<file path="src/rtl/rom_loader_pkg.sv">
// Shared constants and frame-FSM state encoding for the serial ROM loader.
package rom_loader_pkg;
  localparam logic [7:0] SYNC_BYTE      = 8'hA5;
  localparam int         BYTES_PER_WORD = 3;

  typedef enum logic [2:0] {IDLE, LEN_HI, LEN_LO, DATA, CSUM} state_t;
endpackage

</file>
<file path="src/rtl/uart_rx_byte.sv">
// 8N1 UART byte receiver: 2-flop synchroniser, mid-bit sampling, framing-error detect.
module uart_rx_byte #(
  parameter int CLKS_PER_BIT = 100
) (
  input  logic       clk,
  input  logic       rst,
  input  logic       rx,
  output logic [7:0] byte_data,
  output logic       byte_valid,
  output logic       ferr
);
  localparam int CNT_W = $clog2(CLKS_PER_BIT);
  localparam logic [CNT_W-1:0] HALF_M1 = CNT_W'(CLKS_PER_BIT / 2 - 1);
  localparam logic [CNT_W-1:0] FULL_M1 = CNT_W'(CLKS_PER_BIT - 1);

  typedef enum logic [2:0] {RX_IDLE, RX_START, RX_DATA, RX_STOP, RX_WAIT_HIGH} rx_state_t;

  rx_state_t        st;
  logic             rx_meta, rx_sync;
  logic [CNT_W-1:0] cnt;
  logic [2:0]       bit_idx;
  logic [7:0]       shreg;

  always_ff @(posedge clk or posedge rst) begin
    if (rst) begin
      rx_meta    <= 1'b1;
      rx_sync    <= 1'b1;
      st         <= RX_IDLE;
      cnt        <= '0;
      bit_idx    <= '0;
      shreg      <= '0;
      byte_data  <= '0;
      byte_valid <= 1'b0;
      ferr       <= 1'b0;
    end else begin
      rx_meta    <= rx;
      rx_sync    <= rx_meta;
      byte_valid <= 1'b0;
      ferr       <= 1'b0;
      case (st)
        // Only reachable with the line high, so a low level here is the falling edge.
        RX_IDLE: begin
          if (!rx_sync) begin
            cnt <= '0;
            st  <= RX_START;
          end
        end
        RX_START: begin
          if (cnt == HALF_M1) begin
            cnt     <= '0;
            bit_idx <= '0;
            st      <= rx_sync ? RX_IDLE : RX_DATA;
          end else begin
            cnt <= cnt + 1'b1;
          end
        end
        RX_DATA: begin
          if (cnt == FULL_M1) begin
            cnt   <= '0;
            shreg <= {rx_sync, shreg[7:1]};
            if (bit_idx == 3'd7) st <= RX_STOP;
            else bit_idx <= bit_idx + 1'b1;
          end else begin
            cnt <= cnt + 1'b1;
          end
        end
        RX_STOP: begin
          if (cnt == FULL_M1) begin
            cnt <= '0;
            if (rx_sync) begin
              byte_data  <= shreg;
              byte_valid <= 1'b1;
              st         <= RX_IDLE;
            end else begin
              ferr <= 1'b1;
              st   <= RX_WAIT_HIGH;
            end
          end else begin
            cnt <= cnt + 1'b1;
          end
        end
        RX_WAIT_HIGH: if (rx_sync) st <= RX_IDLE;
        default:      st <= RX_IDLE;
      endcase
    end
  end
endmodule

</file>
<file path="src/rtl/rom_serial_loader.sv">
// Parses framed program images from the serial link and streams words into the ROM load port.
module rom_serial_loader
  import rom_loader_pkg::*;
#(
  parameter int CLKS_PER_BIT = 100,
  parameter int ADDR_W       = 15,
  parameter int DATA_W       = 17,
  parameter int TIMEOUT_CLKS = 5_000_000
) (
  input  logic              clk,
  input  logic              rst,
  input  logic              rx,
  output logic [ADDR_W-1:0] rom_addr,
  output logic [DATA_W-1:0] rom_data,
  output logic              rom_load,
  output logic              busy,
  output logic              done,
  output logic              err
);
  localparam int TMO_W = $clog2(TIMEOUT_CLKS + 1);
  localparam logic [TMO_W-1:0] TMO_LAST = TMO_W'(TIMEOUT_CLKS - 1);

  logic [7:0] byte_data;
  logic       byte_valid, ferr;

  uart_rx_byte #(.CLKS_PER_BIT(CLKS_PER_BIT)) u_rx (
    .clk        (clk),
    .rst        (rst),
    .rx         (rx),
    .byte_data  (byte_data),
    .byte_valid (byte_valid),
    .ferr       (ferr)
  );

  state_t            state;
  logic [6:0]        len_hi;
  logic [14:0]       len, word_cnt;
  logic [1:0]        byte_idx;
  logic [7:0]        sum, b1;
  logic              b0_lsb;
  logic [ADDR_W-1:0] addr;
  logic [TMO_W-1:0]  tmo_cnt;

  always_ff @(posedge clk or posedge rst) begin
    if (rst) begin
      state    <= IDLE;
      len_hi   <= '0;
      len      <= '0;
      word_cnt <= '0;
      byte_idx <= '0;
      sum      <= '0;
      b0_lsb   <= 1'b0;
      b1       <= '0;
      addr     <= '0;
      tmo_cnt  <= '0;
      rom_addr <= '0;
      rom_data <= '0;
      rom_load <= 1'b0;
      busy     <= 1'b0;
      done     <= 1'b0;
      err      <= 1'b0;
    end else begin
      rom_load <= 1'b0;
      if (state == IDLE || byte_valid) tmo_cnt <= '0;
      else tmo_cnt <= tmo_cnt + 1'b1;

      // Abort keeps whatever was already written; there is no rollback.
      if (state != IDLE && (ferr || (!byte_valid && tmo_cnt == TMO_LAST))) begin
        err   <= 1'b1;
        busy  <= 1'b0;
        state <= IDLE;
      end else if (byte_valid) begin
        case (state)
          IDLE: begin
            if (byte_data == SYNC_BYTE) begin
              busy  <= 1'b1;
              done  <= 1'b0;
              err   <= 1'b0;
              addr  <= '0;
              sum   <= '0;
              state <= LEN_HI;
            end
          end
          LEN_HI: begin
            len_hi <= byte_data[6:0];
            state  <= LEN_LO;
          end
          LEN_LO: begin
            len      <= {len_hi, byte_data};
            word_cnt <= '0;
            byte_idx <= '0;
            state    <= ({len_hi, byte_data} == 15'd0) ? CSUM : DATA;
          end
          DATA: begin
            sum <= sum + byte_data;
            if (byte_idx == 2'(BYTES_PER_WORD - 1)) begin
              rom_load <= 1'b1;
              rom_addr <= addr;
              rom_data <= DATA_W'({b0_lsb, b1, byte_data});
              addr     <= addr + 1'b1;
              word_cnt <= word_cnt + 15'd1;
              byte_idx <= '0;
              if (word_cnt + 15'd1 == len) state <= CSUM;
            end else begin
              if (byte_idx == 2'd0) b0_lsb <= byte_data[0];
              else b1 <= byte_data;
              byte_idx <= byte_idx + 1'b1;
            end
          end
          CSUM: begin
            if (byte_data == sum) done <= 1'b1;
            else err <= 1'b1;
            busy  <= 1'b0;
            state <= IDLE;
          end
          default: state <= IDLE;
        endcase
      end
    end
  end
endmodule

</file>
<file path="config.mk">
export PLATFORM = sky130hd
export DESIGN_NAME = rom_serial_loader
export DESIGN_NICKNAME = d
export VERILOG_FILES = /design/src/rtl/rom_loader_pkg.sv /design/src/rtl/uart_rx_byte.sv /design/src/rtl/rom_serial_loader.sv
export SDC_FILE = /design/constraint.sdc
export NUM_CORES = 1
export LEC_CHECK = 0
export BUFFER_PORTS_ARGS = -buffer_cell sky130_fd_sc_hd__buf_2
export CORE_ASPECT_RATIO = 0.5
export CORE_MARGIN = 3
export CORE_UTILIZATION = 35
export CTS_CLUSTER_SIZE = 30
export DETAILED_ROUTE_END_ITERATION = 7
export PLACE_DENSITY_LB_ADDON = 0.3
export SETUP_SLACK_MARGIN = 0.4
export SLEW_MARGIN = 10
export SYNTH_ARGS = -nofsm -noshare
export SYNTH_HDL_FRONTEND = slang
export SYNTH_HIERARCHICAL = 1
export SYNTH_SLANG_ARGS = --single-unit
export TNS_END_PERCENT = 30
</file>
<file path="constraint.sdc">
create_clock -name clk -period 5.9 [get_ports clk]
set_input_delay 1.18 -clock clk [delete_from_list [all_inputs] [get_ports clk]]
set_output_delay 1.18 -clock clk [all_outputs]
set_load 0.01 [all_outputs]
</file>
== Word-level counts from Yosys, hierarchy flattened ==
Index checks and enable logic that the tools add are counted.

* Reductions and logical operators: 36
* Equal/unequal tests: 30
* Add/subtract/negate cells: 7
* Muxes and demuxes: 55
* Bitwise logic cells: 3

{| class="wikitable"
|+ Operators by type and width
! cell !! number
|-
| $pmux W15 S2 || 2
|-
| $mux W3 || 16
|-
| $mux W15 || 3
|-
| $add A15 B1 Y15 const B || 2
|-
| $reduce_and A4 Y1 || 6
|-
| $add A23 B1 Y23 const B || 1
|-
| $eq A23 B23 Y1 const B || 1
|-
| $mux W23 || 1
|-
| $mux W7 || 3
|-
| $pmux W7 S3 || 1
|-
| $reduce_and A5 Y1 || 4
|-
| $mux W1 || 18
|-
| $pmux W8 S2 || 1
|-
| $eq A15 B15 Y1 || 1
|-
| $logic_not A15 Y1 || 1
|-
| $pmux W3 S5 || 1
|-
| $reduce_and A3 Y1 || 5
|-
| $eq A3 B2 Y1 const B || 4
|-
| $ne A2 B1 Y1 const B || 6
|-
| $pmux W3 S4 || 1
|-
| $reduce_bool A2 Y1 || 5
|-
| $eq A3 B3 Y1 const B || 3
|-
| $ne A3 B3 Y1 const B || 3
|-
| $reduce_bool A3 Y1 || 3
|-
| 26 further kinds || 39
|}

* Input bits: 3
* Output and inout bits: 36
* Register bits: 166
* Logic and storage cells: 156

== Logic depth before layout (Yosys ltp) ==
Gate-level depths: netlist of run 1.

* Word-level depth: 7
* Depth in mapped cells: 10

== Modules after synthesis ==
The synthesis of run 1 kept the hierarchy.

{| class="wikitable"
|+ By module, submodules not included
! module !! area each (µm²) !! times used !! cells an instance !! seq. area each (µm²)
|-
| rom_serial_loader || 6,606.3 || 1 || 664 || 3,328.2
|-
| uart_rx_byte || 1,556.5 || 1 || 123 || 828.3
|}

== Worst setup path after synthesis of run 1 ==
Ideal clock, no wire load.

* Kind: reg-to-reg
* From: reg word_cnt[0]
* To: reg state[1]
* Setup time: 0.126 ns
* Clock period less this slack: 2.205 ns
* Data arrival time: 2.079 ns
* Cell stages (with the launch flop): 9
* Slack: 3.695 ns
* Cells stage by stage: dfrtp_1 ha_1 and3_1 and3_1 xnor2_1 or4_1 nor3_1 and4_1 a211oi_1

* Word-level cells in the longest chain between the ends: 4

{| class="wikitable"
|+ RTL lines
! element !! RTL line !! source
|-
| start: declaration || rom_serial_loader.sv:37 || <nowiki>logic [14:0] len, word_cnt;</nowiki>
|-
| start signal: assignment || rom_serial_loader.sv:101 || <nowiki>word_cnt <= word_cnt + 15'd1;</nowiki>
|-
| $add A15 B1 Y15 || rom_serial_loader.sv:103 || <nowiki>if (word_cnt + 15'd1 == len) state <= CSUM;</nowiki>
|-
| $eq A15 B15 Y1 || rom_serial_loader.sv:103 ||
|-
| $ne A3 B3 Y1 (no source line) || n/a ||
|-
| $reduce_and A4 Y1 (no source line) || n/a ||
|-
| end signal: assignment || rom_serial_loader.sv:92 || <nowiki>state <= ({len_hi, byte_data} == 15'd0) ? CSUM : DATA;</nowiki>
|-
| end: declaration || rom_serial_loader.sv:35 || <nowiki>state_t state;</nowiki>
|}

No other way between the ends.
A chain may end at the register's enable or synchronous reset.

== Final worst setup path of run 1 ==
* From: reg state[2]
* To: reg word_cnt[12]

* Word-level cells in the longest chain between the ends: 4
* Elaborated cells on any way between the ends: 9
* Those cells by class: eq/ne (3); mux (1); bitwise (1); reduce/logical (4)

{| class="wikitable"
|+ RTL lines
! element
|-
| branches (longest 4 deep; another with $reduce_and A4 Y1)
|}

Several ways; the timed one is not identified.

==> reports/qor.txt, run 1 <==
Die Area -> 0.02530 mm^2
Routed Wire Length -> 17860 um
CP required -> 6.19 ns
Via/cell ratio -> 5.257
Least-Margin Pin Slew -> 0.8503 ns
Final hold viol count -> 0
Setup repair bufs after CTS -> 0
Non-Filler Instances -> 1133
Most common cell in the netlist -> dfrtp_1
Core Box Area -> 0.02230 mm^2
Sequential share of power -> 49.7%
CP Launch Type -> flop
Clock slew at reported path FFs -> 0.06 ns
Number of synthesized flops with an enable pin -> 0
Total number of vias -> 5956
WS Path Type -> flop to flop
Fin nets -> 838
CTS H-tree lvls -> 4
Average size of a mapped cell -> 10.37 um^2
Top FF cell, synth -> dfrtp_1
Most area-hungry cell type in the Yosys netlist -> dfrtp_1
CP Capture Type -> flop
Setup tns final -> 0 ns
P_sw -> 0.5012 mW
Crit path max fanout -> 45
Top post-synthesis cells by area -> dfrtp_1 (50%), mux2_2 (8.3%), nand2_1 (4.9%)
# fillers -> 2144
Detailed Route Iter0 Violations -> 602
Die Span Y -> 114.0 um
Sequential share of the synthesized area -> 50.92%
CTS tree -> done
Die width -> 222.0 um
Share of cells above drive strength 1 -> 19.09%
GRT overflow -> 0
Commonest cells in the synthesized netlist -> dfrtp_1 (164), nand2_1 (106), o21ai_0 (63)
Hold Path Class -> flop to flop
I/O pin total -> 39
Cts-stage hold buffer count -> 0
Async set-reset flop share out of synthesis -> 100.0%
Count of input and output buffers -> 38
CTS Buffer Depth -> 2
Headroom to the max-slew limit -> 43.17%
Clock share of power -> 49.2%
Worst skew pair latency -> 0.43 ns
Mapped Area -> 0.008163 mm^2
Clock skew -> 0.008676 ns
Run status -> finished, final reports clean
Mapped Cells -> 787
Switching share of total power -> 21.85%
Period utilisation layout -> 49.19%
Resize count post-CTS -> 0
Final setup vio count -> 0
Row Count -> 38
Synth Net Count -> 805
Yosys reg bits -> 166
First-pass DRT Iterations -> 7
Initial Utilization -> 36.61%
MaxCap Viol Count -> 0
Placed Cells -> 1101
Wirelength per Cell -> 15.76 um
Dpl hpwl -> 12350 um
Vias in the first global route -> 5976
Largest net degree at the start of global routing -> 90
Leak pwr -> 4.321 nW
CTS sink count -> 166
Post-layout min period -> 2.903 ns
Worst Path Arrival -> 3.20 ns
Total track usage -> 15.01%
Internal -> 1.793 mW
Initial antenna violation count -> 0
Number of diodes -> 0
Slew Viols, Final -> 0
Post-DRT Antenna Nets -> 0
CTS Root Cell -> clkbuf_16
Top cell type's share of synthesized area -> 50.28%
Hold slack -> 0.3589 ns
Yosys cell types -> 69
Combinational group share of total power -> 1.1%
DRC violation count after routing -> 0
Cell Pwr Density -> 248.6 mW/mm^2
Synthesis Warnings -> 6
Peak Freq -> 344.5 MHz
RSZ-0062 raised after global routing -> no
First-pass GRT wire length -> 31060 um
Routability cong. -> 0.8969
P&R area growth vs syn -> 13.03%
Total CTS buffers -> 17
Peak supply drop -> 0.0002032 V
-- cell families after synthesis --
logic type / Yosys count / synth area share, %
simple gates: 301 / 18.32
flops: 166 / 50.92
compound gates: 145 / 11.05
mux: 71 / 10.12
buf+inv: 45 / 2.483
xor+xnor: 44 / 4.721
fa+ha+maj: 15 / 2.391
-- power by group through the flow --
stage | Clock, mW | Sequential, mW | Combinational [mW]
floorplan | 0 | 1.16 | 0.0178
global placement | 0 | 1.16 | 0.0265
detailed placement | 0 | 1.16 | 0.0270
CTS | 1.16 | 1.14 | 0.0271
global route | 1.21 | 1.14 | 0.0299
finish | 1.13 | 1.14 | 0.0249
-- per-layer routing --
metal | wire length (um) | global-route usage [%] | part of all wire (%)
met2 | 7840 | 23.08 | 44
met1 | 9164 | 21.66 | 51
met5 | 0 | 0 | 0
met4 | 224 | 3.917 | 1.3
met3 | 628 | 3.188 | 3.5
-- path summary, 6_finish.rpt --
check                                             from                        to  slack [ns]  cells past startpoint
min in group asynchronous                          rst    u_rx/st[1]$_DFFE_PP0P_        0.91                      3
worst max-delay path              state[2]$_DFFE_PP0P_  word_cnt[12]$_DFFE_PP0P_        3.00                      9
worst min register to register  u_rx/rx_meta$_DFF_PP1_    u_rx/rx_sync$_DFF_PP1_        0.36                      0
max in group asynchronous                          rst   byte_idx[1]$_DFFE_PP0P_        3.82                      3
worst min-delay path            u_rx/rx_meta$_DFF_PP1_    u_rx/rx_sync$_DFF_PP1_        0.36                      0
worst max register to register    state[2]$_DFFE_PP0P_  word_cnt[12]$_DFFE_PP0P_        3.00                      9
-- stage by stage --
| stage | setup slack [ns] | power (mW) | cell area, um^2 | util, % |
|---|---|---|---|---|
| after floorplan | 1.166 | 1.179 | 8163 | - |
| after global placement | 3.093 | 1.188 | 8628 | 38.69 |
| after detailed placement | 2.988 | 1.188 | 8628 | 38.69 |
| after CTS | 2.976 | 2.327 | 9226 | 41.38 |
| after global routing | 2.689 | 2.378 | 9226 | 41.38 |
| final | 2.998 | 2.294 | 9226 | 41.38 |
-- cells in the final DEF, fill, tap and decap left out, drive strengths merged, types with 6 or more instances in the layout --
cell type	netlist	routed
nand2b	9	9
nor4	6	6
nor2	59	59
and2	6	6
buf	13	43
and3	15	15
xnor2	18	18
mux2	68	68
a31oi	8	8
or3	8	8
nand3	36	36
o21ai	65	65
o31ai	12	12
ha	14	14
o211ai	8	8
nand2	106	106
nor3	15	15
nand4	9	9
xor2	26	26
a21o	6	6
dfrtp	164	164
clkbuf	16	19
inv	16	20
a21oi	17	17
-- sequential cells by signal, indices dropped and copies added, names as in the netlist, 7 cells and up --
name / count
rom_data: 17
len: 15
rom_addr: 15
len_hi: 7
b1: 8
word_cnt: 15
tmo_cnt: 23
u_rx/byte_data: 8
addr: 15
u_rx/cnt: 7
u_rx/shreg: 8
sum: 8
-- worst max-delay path, stage by stage (launching register included) --
cell and delay (ns):
dfrtp_1 0.45, and2b_1 0.26, nand2_1 0.44, nor2_1 0.22, nand2_1 0.10, buf_4 0.44
inv_2 0.35, and2_0 0.23, o21ai_0 0.16, o31ai_1 0.10
-- area by class of cell --
cell class                      instances  area [um^2]  share of cell area, %
Sequential cell                       166         4156                  45.05
Multi-Input combinational cell        576         3804                  41.23
Clock buffer                           19        452.9                  4.909
Tap cell                              300        375.4                  4.068
Timing Repair Buffer                   43        227.7                  2.468
Clock inverter                         13        145.1                  1.573
Inverter                               16        65.06                 0.7052
(Power assumes the default switching activity.)
==> run 2: changes to the inputs <==
==> constraint.sdc (replaced) <==
create_clock -name clk -period 3 [get_ports clk]
set_input_delay 0.6 -clock clk [delete_from_list [all_inputs] [get_ports clk]]
set_output_delay 0.6 -clock clk [all_outputs]
set_load 0.01 [all_outputs]
==> reports/qor.txt, run 2 (same netlist as run 1, synthesis figures left out) <==
Total track usage -> 15.10%
Crit path from -> u_rx/byte_data[1]$_DFFE_PP0P_
Detailed Route Iter0 Violations -> 550
Setup tns final -> 0 ns
Largest net degree at the start of global routing -> 134
Leak pwr -> 4.366 nW
Headroom to the max-slew limit -> 51.10%
WS Path Type -> flop to flop
Crit path max fanout -> 15
Resize count post-CTS -> 0
Clock skew -> 0.01153 ns
CTS tree -> done
CP Launch Type -> flop
CTS Root Cell -> clkbuf_16
Hold slack -> 0.2680 ns
Cts-stage hold buffer count -> 0
Vias in the first global route -> 5822
CTS Buffer Depth -> 2
Fin nets -> 845
Dpl hpwl -> 12460 um
Die width -> 222.0 um
Worst reg2reg path startpoint -> u_rx/byte_data[1]$_DFFE_PP0P_
Core Box Area -> 0.02230 mm^2
Total CTS buffers -> 17
Routed Wire Length -> 18200 um
Final setup vio count -> 0
Worst setup path endpoint -> addr[13]$_DFFE_PP0P_
Peak Freq -> 410.2 MHz
Via/cell ratio -> 5.270
Die Span Y -> 114.0 um
Initial Utilization -> 36.61%
RSZ-0062 raised after global routing -> no
Worst skew pair latency -> 0.44 ns
Row Count -> 38
Routability cong. -> 0.8253
Post-layout min period -> 2.438 ns
I/O pin total -> 39
Run status -> finished, final reports clean
Wirelength per Cell -> 15.96 um
Least-Margin Pin Slew -> 0.7334 ns
R2R Path End -> addr[13]$_DFFE_PP0P_
CP required -> 3.33 ns
Biggest register -> tmo_cnt
Internal reg-to-reg setup slack -> 0.56 ns
CP max-delay cell -> or4_4
DRC violation count after routing -> 0
CTS sink count -> 166
P&R area growth vs syn -> 14.06%
First-pass DRT Iterations -> 5
Number of diodes -> 0
Most frequent cells in the layout -> dfrtp_1 (164), nand2_1 (106), o21ai_0 (63), mux2_2 (60), nor2_1 (59)
Total number of vias -> 6008
Largest regs -> tmo_cnt x23, rom_data x17
GRT overflow -> 0
CP Capture Type -> flop
Hold Path Class -> primary input to flop
Final Util -> 41.75%
Clock slew at reported path FFs -> 0.07 ns
CTS H-tree lvls -> 4
Largest register FFs -> 23
Commonest non-fill, non-tap cell in the layout -> dfrtp_1
Period utilisation layout -> 81.25%
MaxCap Viol Count -> 0
Final hold viol count -> 0
Max stage delay on crit path -> 0.60 ns
Share of cells above drive strength 1 -> 19.88%
Slew Viols, Final -> 0
Setup repair bufs after CTS -> 0
Count of input and output buffers -> 38
Peak supply drop -> 0.0003891 V
Initial antenna violation count -> 0
Worst Path Arrival -> 2.77 ns
First-pass GRT wire length -> 31040 um
Crit-path cells -> or4_4 -> nor3_2 -> o21ai_1 -> buf_4 -> or2_1 -> o31ai_1
R2R cell count -> 6
Die Area -> 0.02530 mm^2
Post-DRT Antenna Nets -> 0
Cell Pwr Density -> 490.7 mW/mm^2
run 2: through the flow:
step | instances | cell area [um^2] | setup WS (ns) | power, mW
after CTS | 1140 | 9305 | 0.5573 | 4.636
final | 1140 | 9310 | 0.5624 | 4.568
after detailed placement | 1108 | 8692 | 0.5669 | 2.339
after floorplan | 787 | 8167 | 0.7488 | 2.318
after global routing | 1140 | 9310 | 0.4108 | 4.740
after global placement | 1108 | 8692 | 0.6640 | 2.338
run 2: layout make-up:
cell class / instances / area [um^2]
clock buffers: 18 / 439.2
repair buffers: 50 / 292.8
well taps: 300 / 375.4
clock inverters: 14 / 173.9
flip-flops and latches: 166 / 4156
fillers: 2091 / 12990
multi-input cells: 576 / 3809
inverters: 16 / 63.81
run 2: report_power, final:
group	internal [mW]	switching, mW
registers	2.24	0.00177
clock network	1.29	0.987
logic	0.00554	0.0446
total	3.54	1.03
run 2: critical path, delay by kind of cell (launching register included):
family,cells,cell delay (ns)
buffers and inverters,1,0.20
and+or+nand+nor,3,1.23
DFF,1,0.48
AOI/OAI and AO/OA,2,0.41
run 2: worst min-delay path by stage:
stage,start,endpoint,slack (ns),depth (start not counted)
floorplan,u_rx/rx_meta$_DFF_PP1_,u_rx/rx_sync$_DFF_PP1_,0.35,0
global placement,u_rx/rx_meta$_DFF_PP1_,u_rx/rx_sync$_DFF_PP1_,0.35,0
detailed placement,u_rx/rx_meta$_DFF_PP1_,u_rx/rx_sync$_DFF_PP1_,0.35,0
CTS,rx,u_rx/rx_meta$_DFF_PP1_,0.25,1
global route,rx,u_rx/rx_meta$_DFF_PP1_,0.24,1
finish,rx,u_rx/rx_meta$_DFF_PP1_,0.27,1
run 2: metal layers:
metal | track usage, % | vias to the layer above | part of all wire [%]
met4 | 4.768 | 0 | 1.2
li1 | - | 2878 | -
met1 | 21.35 | 3000 | 51
met5 | 0 | - | 0
met2 | 23.53 | 110 | 45
met3 | 3.034 | 20 | 3.3
==> run 3: changes to the inputs <==
--- a/config.mk
+++ b/config.mk
@@ -5,6 +5,7 @@
 export SDC_FILE = /design/constraint.sdc
 export NUM_CORES = 1
 export LEC_CHECK = 0
+export ABC_AREA = 1
 export BUFFER_PORTS_ARGS = -buffer_cell sky130_fd_sc_hd__buf_2
 export CORE_ASPECT_RATIO = 0.5
 export CORE_MARGIN = 3
==> constraint.sdc (replaced) <==
create_clock -name clk -period 2.05 [get_ports clk]
set_input_delay 0.41 -clock clk [delete_from_list [all_inputs] [get_ports clk]]
set_output_delay 0.41 -clock clk [all_outputs]
set_load 0.01 [all_outputs]
==> reports/qor.txt, run 3 <==
Run status -> complete, but fails checks
Failing checks -> negative setup slack
Simple-gate share of the synthesized area -> 31.53%
CP Launch Type -> flop
Initial antenna violation count -> 0
Synth Area in Compound Gates -> 9.171%
Most area-hungry cell type in the Yosys netlist -> dfrtp_1
Count of input and output buffers -> 38
Leak pwr -> 5.235 nW
P_sw -> 1.467 mW
Top FF cell, synth -> dfrtp_1
Commonest cells in the synthesized netlist -> nand2_1 (333), dfrtp_1 (164), inv_1 (104)
Detailed Route Iter0 Violations -> 601
First-pass GRT wire length -> 34020 um
Wirelength per Cell -> 14.13 um
Tot Pwr -> 6.432 mW
Switching share of total power -> 22.81%
CTS sink count -> 166
Worst skew pair latency -> 0.44 ns
Post-synthesis xor/xnor area fraction -> 1.796%
Internal -> 4.965 mW
Mapped Cells -> 1066
Row Count -> 39
Hold slack -> 0.06760 ns
Sequential Area -> 0.004159 mm^2
Final Util -> 46.59%
CTS Root Cell -> clkbuf_16
I/O pin total -> 39
Largest net degree at the start of global routing -> 49
Sequential share of power -> 51.0%
Most frequent cells in the layout -> nand2_1 (292), dfrtp_1 (162), inv_1 (100), nand3_1 (76), nor2_1 (57)
Multiplexer area fraction after synthesis -> 0%
Cell Pwr Density -> 589.4 mW/mm^2
Fin nets -> 1197
Final worst slack -> -0.01880 ns
Number of synthesized flops with an enable pin -> 0
Final setup vio count -> 2
Core Box Area -> 0.02342 mm^2
Total CTS buffers -> 17
Clock share of power -> 47.5%
Adder-Cell Fraction of Synth Area -> 2.278%
Clock slew at reported path FFs -> 0.07 ns
Via/cell ratio -> 4.935
Biggest register -> tmo_cnt
Dpl hpwl -> 14470 um
Die width -> 227.3 um
WS Path Type -> flop to flop
Post-DRT Antenna Nets -> 0
Peak Freq -> 483.4 MHz
Multi-input combinational cell area -> 0.004344 mm^2
P&R area growth vs syn -> 27.35%
RSZ-0062 raised after global routing -> yes
Final instance area -> 0.01091 mm^2
CP required -> 2.40 ns
Routability cong. -> 0.8564
Top cell type's share of synthesized area -> 47.90%
Synth Net Count -> 1084
Most common cell in the netlist -> nand2_1
Post-DP Area -> 0.009415 mm^2
CTS H-tree lvls -> 4
Sequential share of the synthesized area -> 48.51%
Average size of a mapped cell -> 8.038 um^2
Initial Utilization -> 36.58%
Worst Path Arrival -> 2.42 ns
Combinational group share of total power -> 1.5%
Routed Wire Length -> 21190 um
Slew Viols, Final -> 0
Largest family of logic cells by synthesized area -> simple AND/OR/NAND/NOR gates
Hold Path Class -> primary input to flop
CP Capture Type -> flop
Largest regs -> tmo_cnt x23, rom_data x17
DRC violation count after routing -> 0
Period utilisation layout -> 100.9%
Clock skew -> 0.01430 ns
Total track usage -> 15.99%
Async set-reset flop share out of synthesis -> 100.0%
# fillers -> 2221
Final hold viol count -> 0
MaxCap Viol Count -> 0
Vias in the first global route -> 6951
CTS tree -> done
Post-layout min period -> 2.069 ns
Commonest non-fill, non-tap cell in the layout -> nand2_1
Yosys cell types -> 47
GRT overflow -> 0
Yosys reg bits -> 166
Share of cells above drive strength 1 -> 25.59%
Die Area -> 0.02651 mm^2
Die Span Y -> 116.6 um
Crit path max fanout -> 8
Mapped Area -> 0.008568 mm^2
Synthesis Warnings -> 6
Total number of vias -> 7397
Largest register FFs -> 23
CTS Buffer Depth -> 2
Headroom to the max-slew limit -> 28.09%
Peak supply drop -> 0.0005797 V
Least-Margin Pin Slew -> 1.070 ns
First-pass DRT Iterations -> 7
Number of diodes -> 0
Top post-synthesis cells by area -> dfrtp_1 (48%), nand2_1 (15%), o21ai_0 (5.1%)
## run 3: cell types whose count changed after synthesis, sizes merged, moves of 16 or more
cell,previous run,this run
nand2,106,349
nand3,36,82
inv,16,111
xnor2,18,2
nand4,9,27
o21ai,65,105
nor2,59,83
mux2,68,0
## run 3: through the flow
step           cells  setup TNS, ns  worst slack (ns)
5_1_grt         1499         -5.428           -0.1810
3_3_place_gp    1433              0           0.02361
6_report        1499       -0.03014          -0.01880
3_5_place_dp    1433         -1.176          -0.09200
4_1_cts         1478              0          0.007060
2_1_floorplan   1066         -1.487          -0.01118
## run 3: power groups by stage
stage	logic (mW)	registers [mW]	clock network, mW
floorplan	0.0499	3.34	0
global placement	0.0977	3.34	0
detailed placement	0.0990	3.34	0
CTS	0.101	3.28	3.13
global route	0.110	3.28	3.27
finish	0.0943	3.28	3.06
## run 3: path summary, 6_finish.rpt
| path | start | cells after the start | end | slack (ns) |
|---|---|---|---|---|
| worst max-delay path | tmo_cnt[1]$_DFF_PP0_ | 15 | rom_addr[2]$_DFFE_PP0P_ | -0.02 |
| worst min-delay path | rx | 1 | u_rx/rx_meta$_DFF_PP1_ | 0.07 |
| worst max register to register | tmo_cnt[1]$_DFF_PP0_ | 15 | rom_addr[2]$_DFFE_PP0P_ | -0.02 |
| worst min register to register | u_rx/rx_meta$_DFF_PP1_ | 0 | u_rx/rx_sync$_DFF_PP1_ | 0.36 |
| max in group asynchronous | rst | 5 | word_cnt[2]$_DFFE_PP0P_ | 0.75 |
| min in group asynchronous | rst | 3 | tmo_cnt[2]$_DFF_PP0_ | 0.51 |
## run 3: metal layers
metal  share of wire (%)  vias up  GRT usage [%]
met3                 3.3       16          2.813
li1                    -     3709              -
met4                0.90        0          4.591
met2                  47      122          26.64
met1                  49     3550          21.64
met5                   0        -              0
## run 3: worst max-delay path, cell delays in order, from the launching register on
cell and delay, ns:
dfrtp_1 0.37, ha_2 0.20, nand2_2 0.06, nor2_2 0.10, nand3_1 0.08, nor2_1 0.11, nand4_1 0.13, nand2_2 0.14
nand2_4 0.09, nand2_8 0.10, inv_8 0.05, nand3_4 0.12, buf_6 0.14, buf_12 0.14, nand2_2 0.06, o21ai_1 0.10
## run 3: repair_timing
action,in CTS,in global routing
gates resized for setup,20,154
endpoints found under the setup margin,120,135
hold buffers,1,0
gates cloned,2,7
buffers inserted,10,14
pin swaps,6,39
hold endpoints to repair,12,0
## run 3: final cells by class
type	count	area share (%)
Timing Repair Buffer	115	9.357
Sequential cell	166	38.11
Clock buffer	20	4.277
Tap cell	307	3.520
Inverter	113	4.071
Clock inverter	12	0.8485
Multi-Input combinational cell	766	39.81
## run 3: kinds of logic after synthesis
kind of cell / count (synthesis)
simple gates: 591
flops: 166
xor+xnor: 16
fa+ha+maj: 15
compound gates: 141
buf+inv: 137
